File: src/rtl/dmem_arbiter_if.sv
// Purpose: bundles the CPU port, the loader/debug port, the data memory side and Busy.
// Latency: no logic here; the arbiter timing is documented in dmem_arbiter.
// Backpressure: req is held until gnt. The memory side has no stall, so there is no backpressure.
// Ports: C_* is the CPU requester and L_* is the loader/debug requester.
//        M_* is the synchronous-read data memory. Busy is the arbiter status.
// Modports: slave is the arbiter side; master is the requesters plus memory (environment) side.
interface dmem_arbiter_if #(
  parameter int AW = 8,
  parameter int DW = 16
);
  // CPU port
  logic          C_req;
  logic          C_wr;
  logic [AW-1:0] C_addr;
  logic [DW-1:0] C_wdata;
  logic          C_gnt;
  logic          C_rvalid;
  logic [DW-1:0] C_rdata;
  // Loader/debug port
  logic          L_req;
  logic          L_wr;
  logic [AW-1:0] L_addr;
  logic [DW-1:0] L_wdata;
  logic          L_gnt;
  logic          L_rvalid;
  logic [DW-1:0] L_rdata;
  // Memory side
  logic [AW-1:0] M_addr;
  logic          M_wr;
  logic [DW-1:0] M_wdata;
  logic [DW-1:0] M_rdata;
  // Status
  logic          Busy;

  modport slave (
    input  C_req, C_wr, C_addr, C_wdata,
    output C_gnt, C_rvalid, C_rdata,
    input  L_req, L_wr, L_addr, L_wdata,
    output L_gnt, L_rvalid, L_rdata,
    output M_addr, M_wr, M_wdata,
    input  M_rdata,
    output Busy
  );

  modport master (
    output C_req, C_wr, C_addr, C_wdata,
    input  C_gnt, C_rvalid, C_rdata,
    output L_req, L_wr, L_addr, L_wdata,
    input  L_gnt, L_rvalid, L_rdata,
    input  M_addr, M_wr, M_wdata,
    output M_rdata,
    input  Busy
  );
endinterface

File: src/rtl/dmem_arbiter.sv
// Purpose: two-port (CPU and loader) round-robin arbiter in front of a synchronous-read data memory.
// Latency: a request sampled in IDLE at cycle T gives gnt and the memory write at T+1, and read rvalid at T+3.
// Backpressure: the arbiter samples requests only in IDLE. A requester holds req until it sees gnt.
// Ports: Clock and Reset (synchronous, active-high) are plain ports.
//        bus (dmem_arbiter_if.slave) carries the C_*, L_* and M_* signals and Busy.
module dmem_arbiter #(
  parameter int AW = 8,
  parameter int DW = 16
) (
  input  logic           Clock,
  input  logic           Reset,
  dmem_arbiter_if.slave  bus
);

  typedef enum logic [1:0] {IDLE, ACCESS, RDATA} state_t;

  state_t        state_q, state_d;
  logic          ptr_q;      // last served: 1 = L, 0 = C
  logic          id_q;       // current winner: 1 = L, 0 = C
  logic          wr_q;
  logic [AW-1:0] addr_q;
  logic [DW-1:0] wdata_q;
  logic          c_rvalid_q, l_rvalid_q;
  logic [DW-1:0] c_rdata_q, l_rdata_q;
  logic          win_l;
  logic          load;

  // L wins when it is the only requester, or on a tie when C was served last.
  always_comb begin
    state_d = state_q;
    load    = 1'b0;
    win_l   = bus.L_req & (~bus.C_req | ~ptr_q);
    case (state_q)
      IDLE: begin
        if (bus.C_req | bus.L_req) begin
          load    = 1'b1;
          state_d = ACCESS;
        end
      end
      ACCESS:  state_d = wr_q ? IDLE : RDATA;
      RDATA:   state_d = IDLE;
      default: state_d = IDLE;
    endcase
  end

  always_ff @(posedge Clock) begin
    if (Reset) begin
      state_q    <= IDLE;
      ptr_q      <= 1'b1;
      id_q       <= 1'b0;
      wr_q       <= 1'b0;
      addr_q     <= '0;
      wdata_q    <= '0;
      c_rvalid_q <= 1'b0;
      l_rvalid_q <= 1'b0;
      c_rdata_q  <= '0;
      l_rdata_q  <= '0;
    end else begin
      state_q <= state_d;
      if (load) begin
        id_q    <= win_l;
        ptr_q   <= win_l;
        wr_q    <= win_l ? bus.L_wr    : bus.C_wr;
        addr_q  <= win_l ? bus.L_addr  : bus.C_addr;
        wdata_q <= win_l ? bus.L_wdata : bus.C_wdata;
      end
      // Memory data is valid during RDATA; capture it into the winner's register only.
      c_rvalid_q <= (state_q == RDATA) & ~id_q;
      l_rvalid_q <= (state_q == RDATA) &  id_q;
      if (state_q == RDATA) begin
        if (id_q) l_rdata_q <= bus.M_rdata;
        else      c_rdata_q <= bus.M_rdata;
      end
    end
  end

  // The address and data registers double as the memory-side outputs. They hold outside ACCESS.
  assign bus.M_addr   = addr_q;
  assign bus.M_wdata  = wdata_q;
  assign bus.M_wr     = (state_q == ACCESS) & wr_q;
  assign bus.C_gnt    = (state_q == ACCESS) & ~id_q;
  assign bus.L_gnt    = (state_q == ACCESS) &  id_q;
  assign bus.C_rvalid = c_rvalid_q;
  assign bus.L_rvalid = l_rvalid_q;
  assign bus.C_rdata  = c_rdata_q;
  assign bus.L_rdata  = l_rdata_q;
  assign bus.Busy     = (state_q != IDLE);

endmodule

File: src/flat_wrapper.sv
// flat-port wrapper written by rule: the top's interface ports become plain ports
module dmem_arbiter_flat 
#(
  parameter int AW = 8,
  parameter int DW = 16
)
  (Clock, Reset, bus_C_req, bus_C_wr, bus_C_addr, bus_C_wdata, bus_C_gnt, bus_C_rvalid, bus_C_rdata, bus_L_req, bus_L_wr, bus_L_addr, bus_L_wdata, bus_L_gnt, bus_L_rvalid, bus_L_rdata, bus_M_addr, bus_M_wr, bus_M_wdata, bus_M_rdata, bus_Busy);
  dmem_arbiter_if #(.AW(AW), .DW(DW)) bus_i ();
  input  logic Clock;
  input  logic Reset;
  input wire logic [$bits(bus_i.C_req)-1:0] bus_C_req;
  input wire logic [$bits(bus_i.C_wr)-1:0] bus_C_wr;
  input wire logic [$bits(bus_i.C_addr)-1:0] bus_C_addr;
  input wire logic [$bits(bus_i.C_wdata)-1:0] bus_C_wdata;
  output wire logic [$bits(bus_i.C_gnt)-1:0] bus_C_gnt;
  output wire logic [$bits(bus_i.C_rvalid)-1:0] bus_C_rvalid;
  output wire logic [$bits(bus_i.C_rdata)-1:0] bus_C_rdata;
  input wire logic [$bits(bus_i.L_req)-1:0] bus_L_req;
  input wire logic [$bits(bus_i.L_wr)-1:0] bus_L_wr;
  input wire logic [$bits(bus_i.L_addr)-1:0] bus_L_addr;
  input wire logic [$bits(bus_i.L_wdata)-1:0] bus_L_wdata;
  output wire logic [$bits(bus_i.L_gnt)-1:0] bus_L_gnt;
  output wire logic [$bits(bus_i.L_rvalid)-1:0] bus_L_rvalid;
  output wire logic [$bits(bus_i.L_rdata)-1:0] bus_L_rdata;
  output wire logic [$bits(bus_i.M_addr)-1:0] bus_M_addr;
  output wire logic [$bits(bus_i.M_wr)-1:0] bus_M_wr;
  output wire logic [$bits(bus_i.M_wdata)-1:0] bus_M_wdata;
  input wire logic [$bits(bus_i.M_rdata)-1:0] bus_M_rdata;
  output wire logic [$bits(bus_i.Busy)-1:0] bus_Busy;
  assign bus_i.C_req = bus_C_req;
  assign bus_i.C_wr = bus_C_wr;
  assign bus_i.C_addr = bus_C_addr;
  assign bus_i.C_wdata = bus_C_wdata;
  assign bus_C_gnt = bus_i.C_gnt;
  assign bus_C_rvalid = bus_i.C_rvalid;
  assign bus_C_rdata = bus_i.C_rdata;
  assign bus_i.L_req = bus_L_req;
  assign bus_i.L_wr = bus_L_wr;
  assign bus_i.L_addr = bus_L_addr;
  assign bus_i.L_wdata = bus_L_wdata;
  assign bus_L_gnt = bus_i.L_gnt;
  assign bus_L_rvalid = bus_i.L_rvalid;
  assign bus_L_rdata = bus_i.L_rdata;
  assign bus_M_addr = bus_i.M_addr;
  assign bus_M_wr = bus_i.M_wr;
  assign bus_M_wdata = bus_i.M_wdata;
  assign bus_i.M_rdata = bus_M_rdata;
  assign bus_Busy = bus_i.Busy;
  dmem_arbiter #(.AW(AW), .DW(DW)) u_core (.Clock(Clock), .Reset(Reset), .bus(bus_i));
endmodule
File: config.mk
export PLATFORM = sky130hd
export DESIGN_NAME = dmem_arbiter_flat
export DESIGN_NICKNAME = d
export VERILOG_FILES = /design/src/rtl/dmem_arbiter_if.sv /design/src/rtl/dmem_arbiter.sv /design/src/flat_wrapper.sv
export SDC_FILE = /design/constraint.sdc
export NUM_CORES = 1
export LEC_CHECK = 0
export CORE_ASPECT_RATIO = 0.7
export CORE_MARGIN = 3
export CORE_UTILIZATION = 43
export DETAILED_ROUTE_END_ITERATION = 6
export PLACE_DENSITY = 0.86
export SYNTH_ARGS = -nofsm -noshare
export SYNTH_HDL_FRONTEND = slang
export SYNTH_SLANG_ARGS = --single-unit
export TNS_END_PERCENT = 10
File: constraint.sdc
create_clock -name Clock -period 4 [get_ports Clock]
set_clock_uncertainty 0.1 [all_clocks]
set_input_delay 0.8 -clock Clock [delete_from_list [all_inputs] [get_ports Clock]]
set_output_delay 0.8 -clock Clock [all_outputs]
set_load 0.05 [all_outputs]
; After elaboration in Yosys (flattened, before gate mapping)
; Index checks and enable logic that the tools add are counted.
[op_classes]
n_eq_ne = 3
n_mux = 8
bitwise_logic = 11
reduce_logical = 4
[ops]
columns = cell, n
row1 = $mux W16, 1
row2 = $mux W8, 1
row3 = $and A1 B1 Y1, 6
row4 = $mux W2, 2
row5 = $pmux W2 S2, 1
row6 = $reduce_and A2 Y1, 2
row7 = $mux W1, 3
row8 = $not A1 Y1, 3
row9 = $eq A2 B1 Y1 const B, 1
row10 = $eq A2 B2 Y1 const B, 1
row11 = $logic_not A2 Y1, 1
row12 = $ne A2 B1 Y1 const B, 1
row13 = $or A1 B1 Y1, 2
row14 = $reduce_bool A2 Y1, 1
[totals]
regBits = 63
input_bits = 70
out_inout_bits = 62
word_cells = 36

; Depth between registers and ports, before layout
; Gate-level depths: netlist (run 1).
[depth]
depth_word = 4
mapped_depth = 6
mapped_depth_nobuf = 4

; Worst setup path before layout (run 1)
; OpenSTA, ideal clock, no wires.
[synth_timing]
path_type = reg-to-output
startpoint = register u_core.state_q[1]
endpoint = output bus_C_gnt
arrival_time_ns = 1.151
required_time_ns = 3.100
slack_ns = 1.949
path_stages_with_launch = 3
path_buffers = 0
cell_sequence = dfxtp_1 nand2b_1 nor2_1
[synth_between]
elab_chain_cells = 2
[synth_lines]
columns = item, line_no
row1 = "start, declared", dmem_arbiter.sv:17  ; state_t state_q, state_d;
row2 = "start signal, assigned", dmem_arbiter.sv:59  ; state_q <= state_d;
row3 = $eq A2 B1 Y1, dmem_arbiter.sv:81  ; assign bus.C_gnt = (state_q == ACCESS) & ~id_q;
row4 = $and A1 B1 Y1, dmem_arbiter.sv:81
row5 = "end, declared", flat_wrapper.sv:15  ; output wire logic [$bits(bus_i.C_gnt)-1:0] bus_C_gnt;
; No other way between the ends.

; Final worst setup path (run 1)
[layout_timing]
startpoint = register u_core.state_q[0]
endpoint = output bus_Busy
[layout_between]
elab_chain_cells = 1
[layout_lines]
columns = item, line_no
row1 = $reduce_bool A2 Y1, dmem_arbiter.sv:87  ; assign bus.Busy = (state_q != IDLE);
row2 = "end, declared", flat_wrapper.sv:29  ; output wire logic [$bits(bus_i.Busy)-1:0] bus_Busy;
; No other way between the ends.

==> results of run 1 <==
## stage by stage
step	power (mW)	worst slack (ns)	util [%]
finish	1.73	1.07	72.9
global placement	1.13	1.30	68.9
global route	1.80	0.982	72.9
detailed placement	1.14	1.19	68.9
floorplan	0.976	1.95	-
CTS	1.74	1.06	72.9
## cells in the mapped netlist (all sizes together), types with 2 or more instances
master	instances
inv	3
a21oi	58
nor3	2
a311oi	25
buf	19
dfxtp	63
nor2	8
clkbuf	8
nand2	116
## power breakdown
part           switching [mW]  internal (mW)
logic                   0.259          0.170
clock network           0.237          0.368
registers              0.0256          0.669
## cells by family (layout without fill, tap and decap cells)
kind of cell | count (synthesis) | after routing | share of synthesized area [%]
buffers and inverters | 30 | 152 | 8.07
AOI/OAI and AO/OA | 87 | 87 | 22.2
and+or+nand+nor | 133 | 133 | 20.7
DFF | 63 | 63 | 49.0
## routing by layer
metal	vias up	wire length, um	share of wire (%)	global-route usage (%)
li1	1296	-	-	-
met1	1216	3220	43	27.5
met2	140	3270	44	32.4
met3	13	808	11	9.75
met4	0	106	1.4	5.15
met5	-	0	0	0
## worst paths after layout
kind                          startpoint                endpoint  slack [ns]  depth (start not counted)
setup / recovery       u_core.state_q[0]                bus_Busy        1.07                          4
hold / removal    u_core.bus.L_rdata[11]  u_core.bus.L_rdata[11]        0.36                          2
setup reg to reg       u_core.state_q[0]    u_core.bus.M_addr[0]        2.21                          6
hold reg to reg   u_core.bus.L_rdata[11]  u_core.bus.L_rdata[11]        0.36                          2
## critical path: cells and delay by family (launching register included)
family	cells	cell delay [ns]
buffers and inverters	3	1.24
DFF	1	0.42
and+or+nand+nor	1	0.06
## flip-flops by register name (all words and copies together) (netlist names)
register	flops
u_core.bus.L_rvalid	1
u_core.bus.L_rdata	16
u_core.bus.M_wdata	16
u_core.bus.C_rdata	16
u_core.ptr_q	1
u_core.id_q	1
u_core.wr_q	1
u_core.bus.M_addr	8
u_core.state_q	2
u_core.bus.C_rvalid	1
## cell type report
type / instances / area share [%]
clock buffer: 11 / 3.52
clock inverter: 5 / 2.03
inverter: 3 / 0.280
multi-input combinational: 220 / 27.6
sequential: 63 / 31.4
tap: 72 / 2.24
timing repair buffer: 133 / 32.9
==> run metrics, run 1 <==
placed insts 491; H-tree lvl count 3; critical path type reg -> out; final critical-path required period 2.93 ns; Worst setup EP type output port; synthesized flop and latch total 63; worst endpoint required time 3.10 ns; Post-CTS Setup Bufs 0; HPWL after DPL 5.21 mm; f_max 341 MHz; hold slack 0.355 ns; max incr delay on CP 0.83 ns; Clk Latency, worst-skew pair 0.32 ns; Yosys top cell by area dfxtp_1; Synth Cell Area 0.00257 mm^2; Max rail drop VDD 0.256 mV; fin area 0.00402 mm^2; CTS sink count 63; Area Overhead vs Synth 55.9%; die height 70.7 um; GRT Overall Usage 21.2%; Cell Count, Final, Fillers Out 507; Residual DRC 0; pin count of the biggest net entering global routing 64; Synth cell types 25; slew margin rel. 23.7%; Worst EP arrival 2.03 ns; FF+latch area 0.00126 mm^2; final setup fails 0; Synth Warn # 0; GPL Wtd Cong 0.762; first-pass GRT wire length 11.9 mm; post-CTS resize count 0; async set-reset flop share out of synthesis 0%; Slew @ Worst Pin 1.14 ns; commonest non-fill, non-tap cell in the layout clkdlybuf4s50_1; Synth Flop Type dfxtp_1; vias post-DR 2,665; cell area power density 431 mW/mm^2; CTS tree built; core area 0.00551 mm^2; Clock Path Buffers 2; RSZ-0062 raised after global routing no; IO buf count 131; crit-path cells nor2_2 > buf_4 > inv_1 > clkdlybuf4s50_1; synthesized area per cell 8.23 um^2; GRT overflow 0; antenna diode count 0; critical path startpoint category register; fin nets 500; ANT nets after route 0; drt initial violations 192; I/O Pins 132; clock slew at reported path FFs 0.06 ns; via-per-instance ratio 5.26; Post-Route Setup TNS 0 ns; Crit-path slowest cell clkdlybuf4s50_1; HP Class reg -> reg; final hold viol count 0; Die W 98.5 um; CTS root buffer clkbuf_8; vias in the first global route 2,481; largest cells by area after synthesis dfxtp_1, nand2_1, a21oi_1, a311oi_1, buf_6; Post-DP Area 0.00379 mm^2; status completed; Final Slew Violations 0; Die ar. 0.00697 mm^2; count of standard-cell rows 22; crit share post-route 73.4%; CTS Hold Bufs 0; initial core utilization 46.8%; wire per inst 14.6 um; number of enable flip-flop cells after synthesis 0; Filler cells 449; Synth top area share 49.0%; initial antenna violation count 0; post-synthesis instance total 313; CP Max Fanout 29; multi-input combinational cell area 0.00111 mm^2; share of cells above drive strength 1 5.75%; sequential share of the synthesized area 49.0%; Post-Route WL 7.40 mm; syn_nets 383; DR pass1 iterations 4; Leakage 1.44 nW; TritonCTS buffer count 9; most frequent cells in the layout clkdlybuf4s50_1, nand2_1, dfxtp_1; max-cap violations 0
Power figures use the tool's default switching activity.
==> inputs of run 2 (changes only) <==
CORE_UTILIZATION = 40   (was 43)
PLACE_DENSITY = 0.81   (was 0.86)
clock period = 2.7 ns   (was 4 ns; I/O delays follow)
==> run 2 against run 1 <==
Net effect: power up 49%; worst setup slack worse by 0.85 ns; via count unchanged; non-clock buffer count up 5; first-iteration DRC count down 39%; final cell count up 1.6%; combinational power up 51%; global-route usage down 0.38 points; worst hold slack about the same; clock power up 49%.
==> run metrics, run 2 (same netlist as run 1, synthesis figures left out) <==
Post-DP Area 0.00385 mm^2 (+1.4%); clock slew at reported path FFs 0.07 ns (about the same); r2r setup slk 1.10 ns (-1.11 ns); DR pass1 iterations 6 (+2); worst endpoint required time 2.06 ns (-1.04 ns); final critical-path required period 2.49 ns; R2R Path End u_core.wr_q; CTS Hold Bufs 0 (unchanged); Post-Route Setup TNS 0 ns (unchanged); GRT overflow 0 (unchanged); combinational power share 25.1% (+0.3 points); slew margin rel. 52.0% (+28 points); Worst EP arrival 1.85 ns (-0.18 ns); clock group share of total power 35.0% (about the same); Final Power 2.58 mW (+49%); H-tree lvl count 3 (unchanged); Area Overhead vs Synth 58.0%; wire per inst 14.9 um (+2.3%); CTS tree built; cell area power density 634 mW/mm^2 (+47%); Clk Latency, worst-skew pair 0.33 ns (about the same); antenna diode count 0 (unchanged); crit share post-route 92.1%; Leakage 1.47 nW (+2.0%); TritonCTS buffer count 9 (unchanged); GRT Overall Usage 20.8% (-0.38 points); vias in the first global route 2,614 (+5.4%); Slew @ Worst Pin 0.720 ns (-0.425 ns); Pint 1.79 mW (+49%); ANT nets after route 0 (unchanged); CTS sink count 63 (unchanged); first-pass GRT wire length 12.1 mm (+1.4%); Cells on Worst Hold Path 2 (unchanged); Sw Ratio 30.4% (+0.25 points); Final Slew Violations 0 (unchanged); final hold viol count 0 (unchanged); status completed; commonest non-fill, non-tap cell in the layout clkdlybuf4s50_1; Die ar. 0.00745 mm^2 (+6.9%); initial core utilization 43.2% (-3.5 points); vias post-DR 2,665 (unchanged); final setup fails 0 (unchanged); I/O Pins 132 (unchanged); share of cells above drive strength 1 6.82% (+1.1 points); f_max 402 MHz; HP Class reg -> reg; Post-Route WL 7.69 mm (+3.9%); core area 0.00596 mm^2 (+8.2%); Die W 102 um (+3.5%); pin count of the biggest net entering global routing 36 (-44%); Worst R2R Path Depth 3 (-3); post-CTS resize count 0 (unchanged); critical path startpoint category register; fin nets 505 (+1.0%); sequential share of power 39.9% (-0.3 points); drt initial violations 118 (-39%); Max rail drop VDD 0.331 mV (+29%); Residual DRC 0 (unchanged); pre-CTS setup slack 0.320 ns (-0.871 ns); fin area 0.00407 mm^2 (+1.3%); Hold EP u_core.bus.L_rdata[3]; Worst setup EP type output port; critical path type reg -> out; Post-CTS Setup Bufs 0 (unchanged); CTS root buffer clkbuf_8; via-per-instance ratio 5.17 (-1.6%); HPWL after DPL 5.37 mm (+3.0%); most frequent cells in the layout clkdlybuf4s50_1, nand2_1, dfxtp_1; Final WS setup 0.214 ns (-0.852 ns); Reg2Reg Launch Point u_core.ptr_q; initial antenna violation count 0 (unchanged); GPL Wtd Cong 0.774 (+1.5%); CP Max Fanout 6 (-79%); die height 73.1 um (+3.4%); HP Start u_core.bus.L_rdata[3]; sw power 0.785 mW (+50%); IO buf count 131 (unchanged); RSZ-0062 raised after global routing no; count of standard-cell rows 23 (+4.5%); Clock Path Buffers 2 (unchanged); max-cap violations 0 (unchanged)
-- run 2: area by class of cell --
class                      count  area (um^2)
fill                         516         1890
clock buffer                  11          141
inverter                       3         11.3
clock inverter                 5         81.3
multi-input combinational    220         1110
tap                           75         93.8
sequential                    63         1260
timing repair buffer         138         1370
-- run 2: worst max path at each step --
stage | from | end | slack, ns | cells past startpoint
final | u_core.state_q[0] | bus_C_gnt | 0.21 | 3
after global routing | u_core.state_q[0] | bus_C_gnt | 0.07 | 3
after CTS | u_core.state_q[0] | bus_M_wr | 0.20 | 3
after detailed placement | bus_L_req | u_core.wr_q | 0.32 | 4
after global placement | bus_L_req | u_core.bus.M_wdata[4] | 0.42 | 4
after floorplan | u_core.state_q[1] | bus_C_gnt | 0.91 | 2
-- run 2: routing by layer --
| layer | wire [um] | GRT usage (%) | vias up |
|---|---|---|---|
| met2 | 3550 | 34.2 | 108 |
| met1 | 3460 | 25.4 | 1237 |
| met4 | 132 | 6.99 | 0 |
| li1 | - | - | 1307 |
| met5 | 0 | 0 | - |
| met3 | 544 | 7.64 | 13 |
-- run 2: power by group through the flow --
stage / Sequential [mW] / Combinational, mW / Clock, mW
finish: 1.03 / 0.647 / 0.904
global route: 1.04 / 0.686 / 0.972
CTS: 1.03 / 0.650 / 0.925
detailed placement: 1.05 / 0.647 / 0
global placement: 1.05 / 0.636 / 0
floorplan: 1.23 / 0.217 / 0
-- run 2: critical path: stages (launching register included) --
cell and delay (ns):
dfxtp_1 0.43, nand2b_1 0.17, nor2_1 0.12, clkdlybuf4s50_1 0.81
-- run 2: through the flow --
stage | utilization (%) | hold WS [ns] | instances
6_report | 68.3 | 0.355 | 515
5_1_grt | 68.3 | 0.382 | 515
4_1_cts | 68.3 | 0.356 | 515
3_5_place_dp | 64.6 | 0.347 | 499
3_3_place_gp | 64.6 | 0.342 | 499
2_1_floorplan | - | 0.326 | 313
